## config.mk

```make
export PLATFORM = sky130hd
export DESIGN_NAME = in_port_producer
export DESIGN_NICKNAME = d
export VERILOG_FILES = /design/src/rtl/in_port_pkg.sv /design/src/rtl/sync_debounce.sv /design/src/rtl/in_port_producer.sv
export SDC_FILE = /design/constraint.sdc
export NUM_CORES = 1
export LEC_CHECK = 0
export CAP_MARGIN = 20
export CELL_PAD_IN_SITES_DETAIL_PLACEMENT = 2
export CELL_PAD_IN_SITES_GLOBAL_PLACEMENT = 2
export CORE_AREA = 2 2 81 83
export DETAILED_ROUTE_END_ITERATION = 8
export DIE_AREA = 0 0 83 85
export PLACE_DENSITY_LB_ADDON = 0.25
export SYNTH_ARGS = -nofsm -noshare
export SYNTH_HDL_FRONTEND = slang
export SYNTH_SLANG_ARGS = --single-unit
```

## constraint.sdc

```tcl
create_clock -name clk -period 2.7 [get_ports clk]
set_input_delay 0.54 -clock clk [delete_from_list [all_inputs] [get_ports clk]]
set_output_delay 0.54 -clock clk [all_outputs]
set_load 0.01 [all_outputs]
```

## src/rtl/in_port_pkg.sv

```systemverilog
// in_port_pkg: shared widths and parameter defaults for the switch input port.
package in_port_pkg;
  localparam int INPORT_W = 9;
  localparam int DATA_W = 8;
  localparam int DEPTH_DEF = 4;
  localparam int DEBOUNCE_DEF = 16;
endpackage

```

## src/rtl/sync_debounce.sv

```systemverilog
// sync_debounce: synchronises a bouncy switch and emits its debounced level and rise pulse.
module sync_debounce
  import in_port_pkg::*;
#(
  parameter int SYNC_STAGES = 2,
  parameter int DEBOUNCE_CYCLES = DEBOUNCE_DEF
) (
  input  logic clk,
  input  logic reset,
  input  logic d,
  output logic level,
  output logic rise
);
  localparam int CW = $clog2(DEBOUNCE_CYCLES + 1);
  logic [SYNC_STAGES-1:0] sync;
  logic [CW-1:0] cnt;
  logic s, done;
  assign s = sync[SYNC_STAGES-1];
  assign done = (s != level) && (cnt == CW'(DEBOUNCE_CYCLES - 1));
  always_ff @(posedge clk or posedge reset)
    if (reset) begin
      sync <= '0;
      cnt <= '0;
      level <= 1'b0;
      rise <= 1'b0;
    end else begin
      sync <= {sync[SYNC_STAGES-2:0], d};
      cnt <= (s == level || done) ? '0 : cnt + 1'b1;
      level <= done ? s : level;
      rise <= done & s;
    end
endmodule

```

## src/rtl/in_port_producer.sv

```systemverilog
// in_port_producer: debounced switch loads queued in a FIFO and presented to a CPU input port.
module in_port_producer
  import in_port_pkg::*;
#(
  parameter int DEPTH = DEPTH_DEF,
  parameter int DEBOUNCE_CYCLES = DEBOUNCE_DEF,
  parameter int SYNC_STAGES = 2
) (
  input  logic                     clk,
  input  logic                     reset,
  input  logic [DATA_W-1:0]        sw_data,
  input  logic                     sw_load,
  input  logic                     cpu_ack,
  output logic [INPORT_W-1:0]      inport,
  output logic [$clog2(DEPTH):0]   count,
  output logic                     overflow
);
  localparam int AW = $clog2(DEPTH);
  logic [SYNC_STAGES-1:0][DATA_W-1:0] dsync;
  logic [DATA_W-1:0] mem [DEPTH];
  logic [AW-1:0] wp, rp;
  logic ack_q, rise, level, empty, full, pop_req, do_pop, do_push;
  sync_debounce #(.SYNC_STAGES(SYNC_STAGES), .DEBOUNCE_CYCLES(DEBOUNCE_CYCLES)) u_db (
    .clk(clk), .reset(reset), .d(sw_load), .level(level), .rise(rise)
  );
  assign empty = (count == '0);
  assign full = (count == (AW+1)'(DEPTH));
  assign pop_req = cpu_ack & ~ack_q;
  assign do_pop = pop_req & ~empty;
  assign do_push = rise & (~full | do_pop);
  assign inport = {~empty, empty ? {DATA_W{1'b0}} : mem[rp]};
  always_ff @(posedge clk or posedge reset)
    if (reset) begin
      dsync <= '0;
      ack_q <= 1'b0;
      wp <= '0;
      rp <= '0;
      count <= '0;
      overflow <= 1'b0;
    end else begin
      dsync <= {dsync[SYNC_STAGES-2:0], sw_data};
      ack_q <= cpu_ack;
      wp <= do_push ? wp + 1'b1 : wp;
      rp <= do_pop ? rp + 1'b1 : rp;
      count <= count + (AW+1)'(do_push) - (AW+1)'(do_pop);
      overflow <= overflow | (rise & ~do_push);
    end
  // Storage is unreset: an entry is only visible once the tail has moved past it.
  always_ff @(posedge clk)
    if (do_push) mem[wp] <= dsync[SYNC_STAGES-1];
endmodule
```

; After elaboration in Yosys (flattened, before gate mapping)
; Memory sizes are Yosys's and may differ from the RTL's.
; Index checks and enable logic that the tools add are counted.
[totals]
regBits = 34
ram_bits = 32
output_inout_bits = 13
elab_cells = 39
mem_count = 1
[memory_table]
columns = name, depth, width, read_ports, rd_clocked_by_memory_dff, wr, line
row1 = mem, 4, 8, 1, 0, 1, in_port_producer.sv:20  ; logic [DATA_W-1:0] mem [DEPTH];
[classes]
addsub = 5
n_eq_ne = 4
n_mux = 4
bitwise_logic = 11
n_reduce_logical = 3
[ops]
columns = operator, n
row1 = $mux W8, 1
row2 = $add A5 B1 Y5 const B, 1
row3 = $and A1 B1 Y1, 5
row4 = $eq A5 B4 Y1 const B, 1
row5 = $mux W5, 1
row6 = $add A2 B1 Y2 const B, 2
row7 = $not A1 Y1, 4
row8 = $add A3 B1 Y3, 1
row9 = $eq A3 B3 Y1 const B, 1
row10 = $logic_not A3 Y1, 1
row11 = $sub A3 B1 Y3, 1
row12 = $mux W1, 2
row13 = $or A1 B1 Y1, 2
row14 = $eq A1 B1 Y1, 1
row15 = $logic_and A1 B1 Y1, 1
row16 = $logic_or A1 B1 Y1, 1
row17 = $ne A1 B1 Y1, 1

; Depth between registers and ports, before layout
; Gate-level depths: netlist (run 1).
[logic_depth]
depth_word = 8
depth_mapped = 10
mapped_depth_nobuf = 10

; Cells and area by module
; Synthesis (run 1) repeated with hierarchy kept, for this count alone.
[unflattened]
cells_unflattened = 137
hier_area_um2 = 2548.7
[modules_own_cells]
columns = mod, n_inst, cells_each, area_each_um2, seq_area_each_um2
row1 = in_port_producer, 1, 109, 2194.6, 1586.5
row2 = sync_debounce, 1, 28, 354.1, 225.2

; Worst setup path before layout (run 1)
; Ideal clock, no wire load.
[synth_timing]
kind = reg2reg
start = register count[2]
end = register count[2]
setup_time_ns = 0.131
arrival_time_ns = 2.115
path_slack_ns = 0.455
path_stages_with_launch = 11
n_path_buf = 1
period_less_slack_ns = 2.245
path_cell_list = dfrtp_1 > nor3_2 > buf_6 > nor2_4 > ha_1 > inv_1 > ha_1 > inv_1 > fa_1 > xnor2_1 > xnor2_1
[synth_via]
elab_chain_cells = 7
word_cells_on_any_way = 9
classes_between = add/sub: 2 / eq/ne: 1 / bitwise: 5 / reduce/logical: 1
[synth_rtl]
columns = element, line
row1 = "start, declared", in_port_producer.sv:15  ; output logic [$clog2(DEPTH):0] count,
row2 = "start signal, assigned", in_port_producer.sv:45  ; count <= count + (AW+1)'(do_push) - (AW+1)'(do_pop);
row3 = $logic_not A3 Y1 (*), in_port_producer.sv:26  ; assign empty = (count == '0);
row4 = $not A1 Y1 (*), in_port_producer.sv:29  ; assign do_pop = pop_req & ~empty;
row5 = $and A1 B1 Y1 (*), in_port_producer.sv:29
row6 = named net do_pop, in_port_producer.sv:22  ; logic ack_q, rise, level, empty, full, pop_req, do_pop, do_push;
row7 = $or A1 B1 Y1, in_port_producer.sv:30  ; assign do_push = rise & (~full | do_pop);
row8 = $and A1 B1 Y1, in_port_producer.sv:30
row9 = $add A3 B1 Y3, in_port_producer.sv:45
row10 = $sub A3 B1 Y3 (*), in_port_producer.sv:45
; Mark *: on every way through the listed nets, which the timed path passes. The rest lies on a longest branch.
; A chain may end at the register's enable or synchronous reset.

; Worst setup path after layout (run 1)
[layout_timing]
start = register rp[0]
end = output inport[2]
[layout_via]
elab_chain_cells = 2
[layout_rtl]
columns = element, line
row1 = "start, declared", in_port_producer.sv:21  ; logic [AW-1:0] wp, rp;
row2 = "start signal, assigned", in_port_producer.sv:44  ; rp <= do_pop ? rp + 1'b1 : rp;
row3 = $mem_v2 Z4 W8, -
row4 = $mux W8, in_port_producer.sv:31  ; assign inport = {~empty, empty ? {DATA_W{1'b0}} : mem[rp]};
row5 = "end, declared", in_port_producer.sv:14  ; output logic [INPORT_W-1:0] inport,
; No other way between the ends.

==> results of run 1 <==
worst paths after layout:
path / from / endpoint / slack [ps] / cells after the start
worst max-delay path: rp[0] / inport[2] / 160 / 4
worst min-delay path: u_db.sync[0] / u_db.sync[1] / 350 / 0
worst max register to register: count[2] / count[2] / 470 / 9
worst min register to register: u_db.sync[0] / u_db.sync[1] / 350 / 0
max in group asynchronous: reset / overflow / 1780 / 3
min in group asynchronous: reset / dsync[11] / 600 / 3
state kept, by name (all words and copies together), names as in the netlist:
| signal | cells |
|---|---|
| mem | 32 |
| dsync | 16 |
| u_db.cnt | 5 |
| count | 3 |
| rp | 2 |
| u_db.sync | 2 |
| wp | 2 |
| ack_q | 1 |
| overflow | 1 |
| u_db.level | 1 |
| u_db.rise | 1 |
critical path, delay by kind of cell, from the launching register on:
family,cells,cell delay [ps]
buf+inv,2,650
mux,1,520
flops,1,350
simple gates,1,140
area by class of cell:
cell class,instances,area (sq um)
Sequential cell,66,1812
Clock buffer,11,151.4
Fill cell,564,3073
Timing Repair Buffer,31,292.8
Tap cell,77,96.34
Multi-Input combinational cell,56,649.4
Inverter,12,45.04
Clock inverter,5,85.08
logic make-up (layout without fill, tap and decap cells):
family	Yosys count	after routing
muxes	9	9
xor gates and xnor gates	8	8
buffers and inverters	15	59
and+or+nand+nor	27	27
AOI/OAI and AO/OA	3	3
adders and majority gates	9	9
DFF	66	66
synthesized netlist by cell type, drive strengths merged:
cell / n / area share
dfrtp: 34 / 0.34
edfxtp: 32 / 0.38
inv: 12 / 0.018
ha: 8 / 0.040
mux4: 8 / 0.071
nor2: 8 / 0.015
nor2b: 8 / 0.044
and2: 4 / 0.0099
xnor2: 4 / 0.014
xor2: 4 / 0.014
buf: 2 / 0.0089
nand2b: 2 / 0.0079
a31oi: 1 / 0.0084
a41o: 1 / 0.0040
and3: 1 / 0.0025
clkbuf: 1 / 0.0020
fa: 1 / 0.0079
mux2: 1 / 0.0045
nand2: 1 / 0.0015
nand3: 1 / 0.0020
nor3: 1 / 0.0040
nor3b: 1 / 0.0030
o21ai: 1 / 0.0020
per-layer routing:
| metal | vias up | share of wire |
|---|---|---|
| met5 | - | 0 |
| met4 | 0 | 0.023 |
| met3 | 9 | 0.032 |
| met2 | 26 | 0.56 |
| met1 | 621 | 0.39 |
| li1 | 553 | - |
layout by cell type, fill, tap and decap left out, types with 2 or more instances in the layout:
cell type,count
sky130_fd_sc_hd__bufinv_16,2
sky130_fd_sc_hd__nor2b_4,8
sky130_fd_sc_hd__mux4_2,8
sky130_fd_sc_hd__clkbuf_8,11
sky130_fd_sc_hd__xnor2_1,4
sky130_fd_sc_hd__dfrtp_1,34
sky130_fd_sc_hd__edfxtp_1,32
sky130_fd_sc_hd__and2_1,4
sky130_fd_sc_hd__nor2_1,7
sky130_fd_sc_hd__buf_4,7
sky130_fd_sc_hd__xor2_1,4
sky130_fd_sc_hd__clkdlybuf4s50_1,24
sky130_fd_sc_hd__inv_1,12
sky130_fd_sc_hd__ha_1,8
power breakdown:
part	switching, W	leakage, nW	total, W	internal (W)
clock network	0.000378	0.116	0.000953	0.000575
registers	0.000100	0.704	0.00121	0.00111
logic	0.000302	0.446	0.000788	0.000485
total	0.000780	1.27	0.00295	0.00217
metrics by stage:
step / setup TNS (ps) / cell area (sq um)
after floorplan: 0 / 2527
after global placement: 0 / 2895
after detailed placement: -53.44 / 2895
after CTS: 0 / 3132
after global routing: 0 / 3132
final: 0 / 3132
==> flow_results.xml, run 1 <==
<?xml version="1.0" encoding="UTF-8"?>
<metrics>
  <group name="outcome">
    <metric name="status" unit="">finished clean</metric>
  </group>
  <group name="setup_path">
    <metric name="worstPathMaxFanout" unit="">6</metric>
    <metric name="worst_setup_path_start_kind" unit="">flop</metric>
    <metric name="slowest_stage" unit="">sky130_fd_sc_hd__mux4_2</metric>
    <metric name="cp_slowest_stage_delay" unit="ps">520</metric>
    <metric name="endpoint_kind" unit="">output port</metric>
    <metric name="path_cells" unit="">buf_4 -&gt; mux4_2 -&gt; nor2b_4 -&gt; clkdlybuf4s50_1</metric>
    <metric name="criticalPathCategory" unit="">flop to output port</metric>
    <metric name="cp.arrival" unit="ps">2000</metric>
    <metric name="required" unit="ps">2160</metric>
  </group>
  <group name="hold_path">
    <metric name="holdCritPathClass" unit="">flop to flop</metric>
  </group>
  <group name="timing">
    <metric name="slew_headroom" unit="">0.6628</metric>
    <metric name="clock_skew" unit="ps">10.67</metric>
    <metric name="post-route-min-period" unit="ps">2542</metric>
    <metric name="slew_violations" unit="">0</metric>
    <metric name="grt_setup_unrepaired" unit="">no</metric>
    <metric name="setup-violations-final" unit="">0</metric>
    <metric name="timing_worst_slew_pin_value" unit="ps">505.8</metric>
    <metric name="fmax" unit="MHz">393.5</metric>
    <metric name="postLayoutSetupSlackWorst" unit="ps">158.5</metric>
    <metric name="fin_worst_hold_slack" unit="ps">354.5</metric>
    <metric name="count_of_endpoints_failing_hold_in_the_final_timing_report" unit="">0</metric>
    <metric name="part_of_the_cycle_the_worst_path_needs" unit="">0.9413</metric>
  </group>
  <group name="route">
    <metric name="routed-via-count" unit="">1209</metric>
    <metric name="post-route-drc-count" unit="">0</metric>
    <metric name="finalWirelength" unit="mm">4.527</metric>
    <metric name="drt_pre_antenna_iters" unit="">4</metric>
    <metric name="postRouteAntennaNets" unit="">0</metric>
    <metric name="detail_route.vias_per_cell" unit="">4.686</metric>
    <metric name="drt_iter0_markers" unit="">42</metric>
    <metric name="routed_wire_length_per_instance" unit="microns">17.55</metric>
  </group>
  <group name="logic_synthesis">
    <metric name="postSynthNetCount" unit="">158</metric>
    <metric name="netlist_instances" unit="">137</metric>
    <metric name="post_synth_xor_area_fraction" unit="">0.02772</metric>
    <metric name="yosysUniqueCellTypes" unit="">25</metric>
    <metric name="synth_top_family_by_area" unit="">simple AND/OR/NAND/NOR gates</metric>
    <metric name="synth-compound-area-share" unit="">0.01436</metric>
    <metric name="synth_seq_area_share" unit="">0.7168</metric>
    <metric name="avgSynthCellArea" unit="sq um">18.45</metric>
    <metric name="synthSimpleGateAreaFrac" unit="">0.08911</metric>
    <metric name="postSynthRegisterBits" unit="">66</metric>
    <metric name="synth_fa_ha_area_frac" unit="">0.04752</metric>
    <metric name="syn_area" unit="sq um">2527</metric>
    <metric name="yosys-mux-area-fraction" unit="">0.07574</metric>
    <metric name="yosysWarnings" unit="">0</metric>
  </group>
  <group name="cells_and_area">
    <metric name="stdcell_count" unit="">258</metric>
    <metric name="fin_nets" unit="">197</metric>
    <metric name="layout-drive-gt1-share" unit="">0.2376</metric>
    <metric name="area_growth_syn_to_layout" unit="%">23.91</metric>
    <metric name="post-route-util" unit="">0.5047</metric>
    <metric name="antenna_diode_count" unit="">0</metric>
  </group>
  <group name="floorplan">
    <metric name="ios" unit="">25</metric>
    <metric name="area_enclosed_by_the_die_boundary" unit="sq um">7055</metric>
    <metric name="fp-row-count" unit="">29</metric>
    <metric name="design.core.area" unit="sq um">6205</metric>
    <metric name="die-width" unit="microns">83</metric>
    <metric name="die-height" unit="microns">85</metric>
    <metric name="initial_core_utilization" unit="">0.4073</metric>
  </group>
  <group name="cts">
    <metric name="cts.htree.levels" unit="">3</metric>
    <metric name="cts_tree" unit="">built</metric>
    <metric name="post-cts-setup-buffer-count" unit="">0</metric>
    <metric name="clkSlewWorstSetupHoldPaths" unit="ps">70</metric>
    <metric name="holdBufCountCts" unit="">0</metric>
    <metric name="cts-buffers-inserted" unit="">9</metric>
    <metric name="clock_sinks" unit="">66</metric>
    <metric name="clk_path_buf_depth" unit="">2</metric>
    <metric name="insertion_delay" unit="ps">330</metric>
    <metric name="clock-root-buffer" unit="">sky130_fd_sc_hd__clkbuf_8</metric>
    <metric name="cts-resized-gates" unit="">0</metric>
  </group>
  <group name="placed_design">
    <metric name="dp_worst_setup_slack" unit="ps">-53.44</metric>
    <metric name="placed_cells_incl_taps" unit="">242</metric>
    <metric name="place_hpwl" unit="mm">3.062</metric>
    <metric name="place_congestion" unit="">0.7928</metric>
    <metric name="io_buffer_count" unit="">24</metric>
  </group>
  <group name="grt">
    <metric name="grt_start_max_net_pins" unit="">35</metric>
    <metric name="grt_util_met2" unit="">0.2595</metric>
    <metric name="met3_grt_util" unit="">0.04767</metric>
    <metric name="busiest_layer" unit="">met2</metric>
    <metric name="grtUsageMet1" unit="">0.1679</metric>
    <metric name="track_usage" unit="">0.1507</metric>
    <metric name="global_route_wire_length_before_repair" unit="mm">7.707</metric>
    <metric name="number_of_global_route_vias_before_repair" unit="">1451</metric>
    <metric name="grt-ovfl-total" unit="">0</metric>
    <metric name="initial_antenna_violation_count" unit="">0</metric>
  </group>
  <group name="power_and_ir_drop">
    <metric name="p_per_area" unit="nW/um^2">943.3</metric>
    <metric name="p_leak" unit="nW">1.267</metric>
    <metric name="total_power" unit="W">0.002954</metric>
    <metric name="ir_worst_vdd" unit="mV">0.3619</metric>
  </group>
  <group name="run">
    <metric name="cap_violations" unit="">0</metric>
  </group>
</metrics>
(Power assumes the default switching activity.)
==> run 2, diff against run 1 <==
--- a/config.mk
+++ b/config.mk
@@ -12,6 +12,7 @@
 export DETAILED_ROUTE_END_ITERATION = 8
 export DIE_AREA = 0 0 83 85
 export PLACE_DENSITY_LB_ADDON = 0.25
+export SLEW_MARGIN = 40
 export SYNTH_ARGS = -nofsm -noshare
 export SYNTH_HDL_FRONTEND = slang
 export SYNTH_SLANG_ARGS = --single-unit
==> constraint.sdc (replaced) <==
create_clock -name clk -period 2.8 [get_ports clk]
set_input_delay 0.56 -clock clk [delete_from_list [all_inputs] [get_ports clk]]
set_output_delay 0.56 -clock clk [all_outputs]
set_load 0.01 [all_outputs]
==> run 2 against run 1 <==
  * Sequential power fell by 3%
  * Core utilization fell by 1.1 points
  * Critical path depth stayed put
  * First-iteration DRC count increased by 14%
  * Cell count is 1.2% lower
  * Setup slack improved by 97 ps
  * Non-clock buffer count is 1 lower
==> flow_results.xml, run 2 (synthesis gave the netlist of run 1 again) <==
<?xml version="1.0" encoding="UTF-8"?>
<metrics>
  <group name="timing">
    <metric name="grt_setup_unrepaired" unit="">no</metric>
    <metric name="post-route-min-period" unit="ps">2544</metric>
    <metric name="part_of_the_cycle_the_worst_path_needs" unit="">0.9087</metric>
    <metric name="setup-violations-final" unit="">0</metric>
    <metric name="slew_violations" unit="">0</metric>
    <metric name="timing_worst_slew_pin_value" unit="ps">482.5</metric>
    <metric name="slew_headroom" unit="">0.6784</metric>
    <metric name="clock_skew" unit="ps">4.751</metric>
    <metric name="final.setup.tns" unit="ps">0</metric>
    <metric name="fmax" unit="MHz">393.0</metric>
    <metric name="count_of_endpoints_failing_hold_in_the_final_timing_report" unit="">0</metric>
  </group>
  <group name="cells_and_area">
    <metric name="layout_commonest_cell" unit="">sky130_fd_sc_hd__dfrtp_1</metric>
    <metric name="stdcell_count" unit="">255</metric>
    <metric name="largest_register_ffs" unit="">32</metric>
    <metric name="fin_nets" unit="">196</metric>
    <metric name="antenna_diode_count" unit="">0</metric>
    <metric name="top_regs" unit="">mem x32, dsync x16, u_db.cnt x5</metric>
    <metric name="largest-register" unit="">mem</metric>
    <metric name="layout-drive-gt1-share" unit="">0.2191</metric>
    <metric name="num-fill-cells" unit="">569</metric>
    <metric name="layout.cells.most_common_list" unit="">sky130_fd_sc_hd__dfrtp_1, sky130_fd_sc_hd__edfxtp_1, sky130_fd_sc_hd__clkdlybuf4s50_1, sky130_fd_sc_hd__inv_1, sky130_fd_sc_hd__clkbuf_8</metric>
    <metric name="area_growth_syn_to_layout" unit="%">21.09</metric>
  </group>
  <group name="placed_design">
    <metric name="io_buffer_count" unit="">24</metric>
    <metric name="place_congestion" unit="">0.7814</metric>
    <metric name="place_hpwl" unit="mm">3.113</metric>
    <metric name="placed_cells_incl_taps" unit="">241</metric>
  </group>
  <group name="floorplan">
    <metric name="area_enclosed_by_the_die_boundary" unit="sq um">7055</metric>
    <metric name="die-width" unit="microns">83</metric>
    <metric name="die-height" unit="microns">85</metric>
    <metric name="initial_core_utilization" unit="">0.4073</metric>
    <metric name="ios" unit="">25</metric>
    <metric name="design.core.area" unit="sq um">6205</metric>
    <metric name="fp-row-count" unit="">29</metric>
  </group>
  <group name="grt">
    <metric name="initial_antenna_violation_count" unit="">0</metric>
    <metric name="track_usage" unit="">0.1431</metric>
    <metric name="grt-ovfl-total" unit="">0</metric>
    <metric name="number_of_global_route_vias_before_repair" unit="">1407</metric>
    <metric name="global_route_wire_length_before_repair" unit="mm">7.293</metric>
    <metric name="grt_start_max_net_pins" unit="">35</metric>
  </group>
  <group name="setup_path">
    <metric name="required" unit="ps">2240</metric>
    <metric name="worst_setup_path_start_kind" unit="">flop</metric>
    <metric name="cp_slowest_stage_delay" unit="ps">510</metric>
    <metric name="crit-reg2reg-capture" unit="">count[2]</metric>
    <metric name="path_cells" unit="">buf_4 -&gt; mux4_2 -&gt; nor2b_4 -&gt; clkdlybuf4s50_1</metric>
    <metric name="crit_path_end" unit="">inport[4]</metric>
    <metric name="endpoint_kind" unit="">output port</metric>
    <metric name="cp.arrival" unit="ps">1980</metric>
    <metric name="critical_path_origin" unit="">rp[0]</metric>
    <metric name="slowest_stage" unit="">sky130_fd_sc_hd__mux4_2</metric>
    <metric name="critical_path.reg2reg.startpoint" unit="">count[2]</metric>
    <metric name="worstPathMaxFanout" unit="">6</metric>
    <metric name="criticalPathCategory" unit="">flop to output port</metric>
    <metric name="reg2reg_setup_slack" unit="ps">600</metric>
    <metric name="register_to_register_path_depth" unit="">9</metric>
  </group>
  <group name="cts">
    <metric name="clock-root-buffer" unit="">sky130_fd_sc_hd__clkbuf_8</metric>
    <metric name="holdBufCountCts" unit="">0</metric>
    <metric name="clkSlewWorstSetupHoldPaths" unit="ps">60</metric>
    <metric name="clock_sinks" unit="">66</metric>
    <metric name="insertion_delay" unit="ps">330</metric>
    <metric name="clk_path_buf_depth" unit="">2</metric>
    <metric name="cts-buffers-inserted" unit="">9</metric>
    <metric name="post-cts-setup-buffer-count" unit="">0</metric>
    <metric name="cts.htree.levels" unit="">3</metric>
    <metric name="cts_tree" unit="">built</metric>
    <metric name="cts-resized-gates" unit="">0</metric>
  </group>
  <group name="power_and_ir_drop">
    <metric name="p_per_area" unit="nW/um^2">861.6</metric>
    <metric name="p_leak" unit="nW">1.238</metric>
    <metric name="ir_worst_vdd" unit="mV">0.3170</metric>
    <metric name="total_power" unit="W">0.002637</metric>
  </group>
  <group name="route">
    <metric name="routed-via-count" unit="">1213</metric>
    <metric name="postRouteAntennaNets" unit="">0</metric>
    <metric name="drt_pre_antenna_iters" unit="">3</metric>
    <metric name="finalWirelength" unit="mm">4.335</metric>
    <metric name="routed_wire_length_per_instance" unit="microns">17.00</metric>
    <metric name="detail_route.vias_per_cell" unit="">4.757</metric>
    <metric name="drt_iter0_markers" unit="">48</metric>
    <metric name="post-route-drc-count" unit="">0</metric>
  </group>
  <group name="outcome">
    <metric name="status" unit="">finished clean</metric>
  </group>
  <group name="run">
    <metric name="cap_violations" unit="">0</metric>
  </group>
  <group name="hold_path">
    <metric name="holdCritPathClass" unit="">flop to flop</metric>
    <metric name="min_path_cells" unit="">0</metric>
  </group>
</metrics>
## run 2: worst min-delay path by stage
stage | end | startpoint | slack (ps)
after detailed placement | dsync[10] | dsync[2] | 340
after CTS | dsync[10] | dsync[2] | 350
final | dsync[10] | dsync[2] | 350
after global routing | dsync[11] | dsync[3] | 360
after floorplan | dsync[10] | dsync[2] | 330
after global placement | dsync[12] | dsync[4] | 330
## run 2: cell type report
| class | instances | area (sq um) | area share |
|---|---|---|---|
| well taps | 77 | 96.34 | 0.03148 |
| flip-flops and latches | 66 | 1812 | 0.5920 |
| clock buffers | 10 | 127.6 | 0.04170 |
| multi-input cells | 56 | 649.4 | 0.2122 |
| clock inverters | 4 | 45.04 | 0.01472 |
| inverters | 12 | 45.04 | 0.01472 |
| repair buffers | 30 | 285.3 | 0.09321 |
## run 2: critical path, delay by kind of cell (launching register included)
family | cells | cell delay, ps
mux | 1 | 510
buf+inv | 2 | 650
flops | 1 | 350
simple gates | 1 | 140
## run 2: routing by layer
metal,global-route usage,vias up,share of wire
li1,-,551,-
met1,0.1495,632,0.38
met2,0.2581,19,0.57
met3,0.03307,11,0.027
met4,0.09389,0,0.029
met5,0,-,0
## run 2: power by group
part / switching [W] / total (W) / internal (W)
clock: 0.000316 / 0.000712 / 0.000396
combinational: 0.000285 / 0.000753 / 0.000467
sequential: 0.0000970 / 0.00117 / 0.00107
## run 2: through the flow
stage	worst slack (ps)	util	hold slack, ps	instance area, sq um
3_5_place_dp	9.663	0.4654	339.5	2888
4_1_cts	224.8	0.4932	354.6	3060
2_1_floorplan	554.5	-	331.2	2527
6_report	255.7	0.4932	352.1	3060
3_3_place_gp	129.5	0.4654	333.6	2888
5_1_grt	162.2	0.4932	362.0	3060
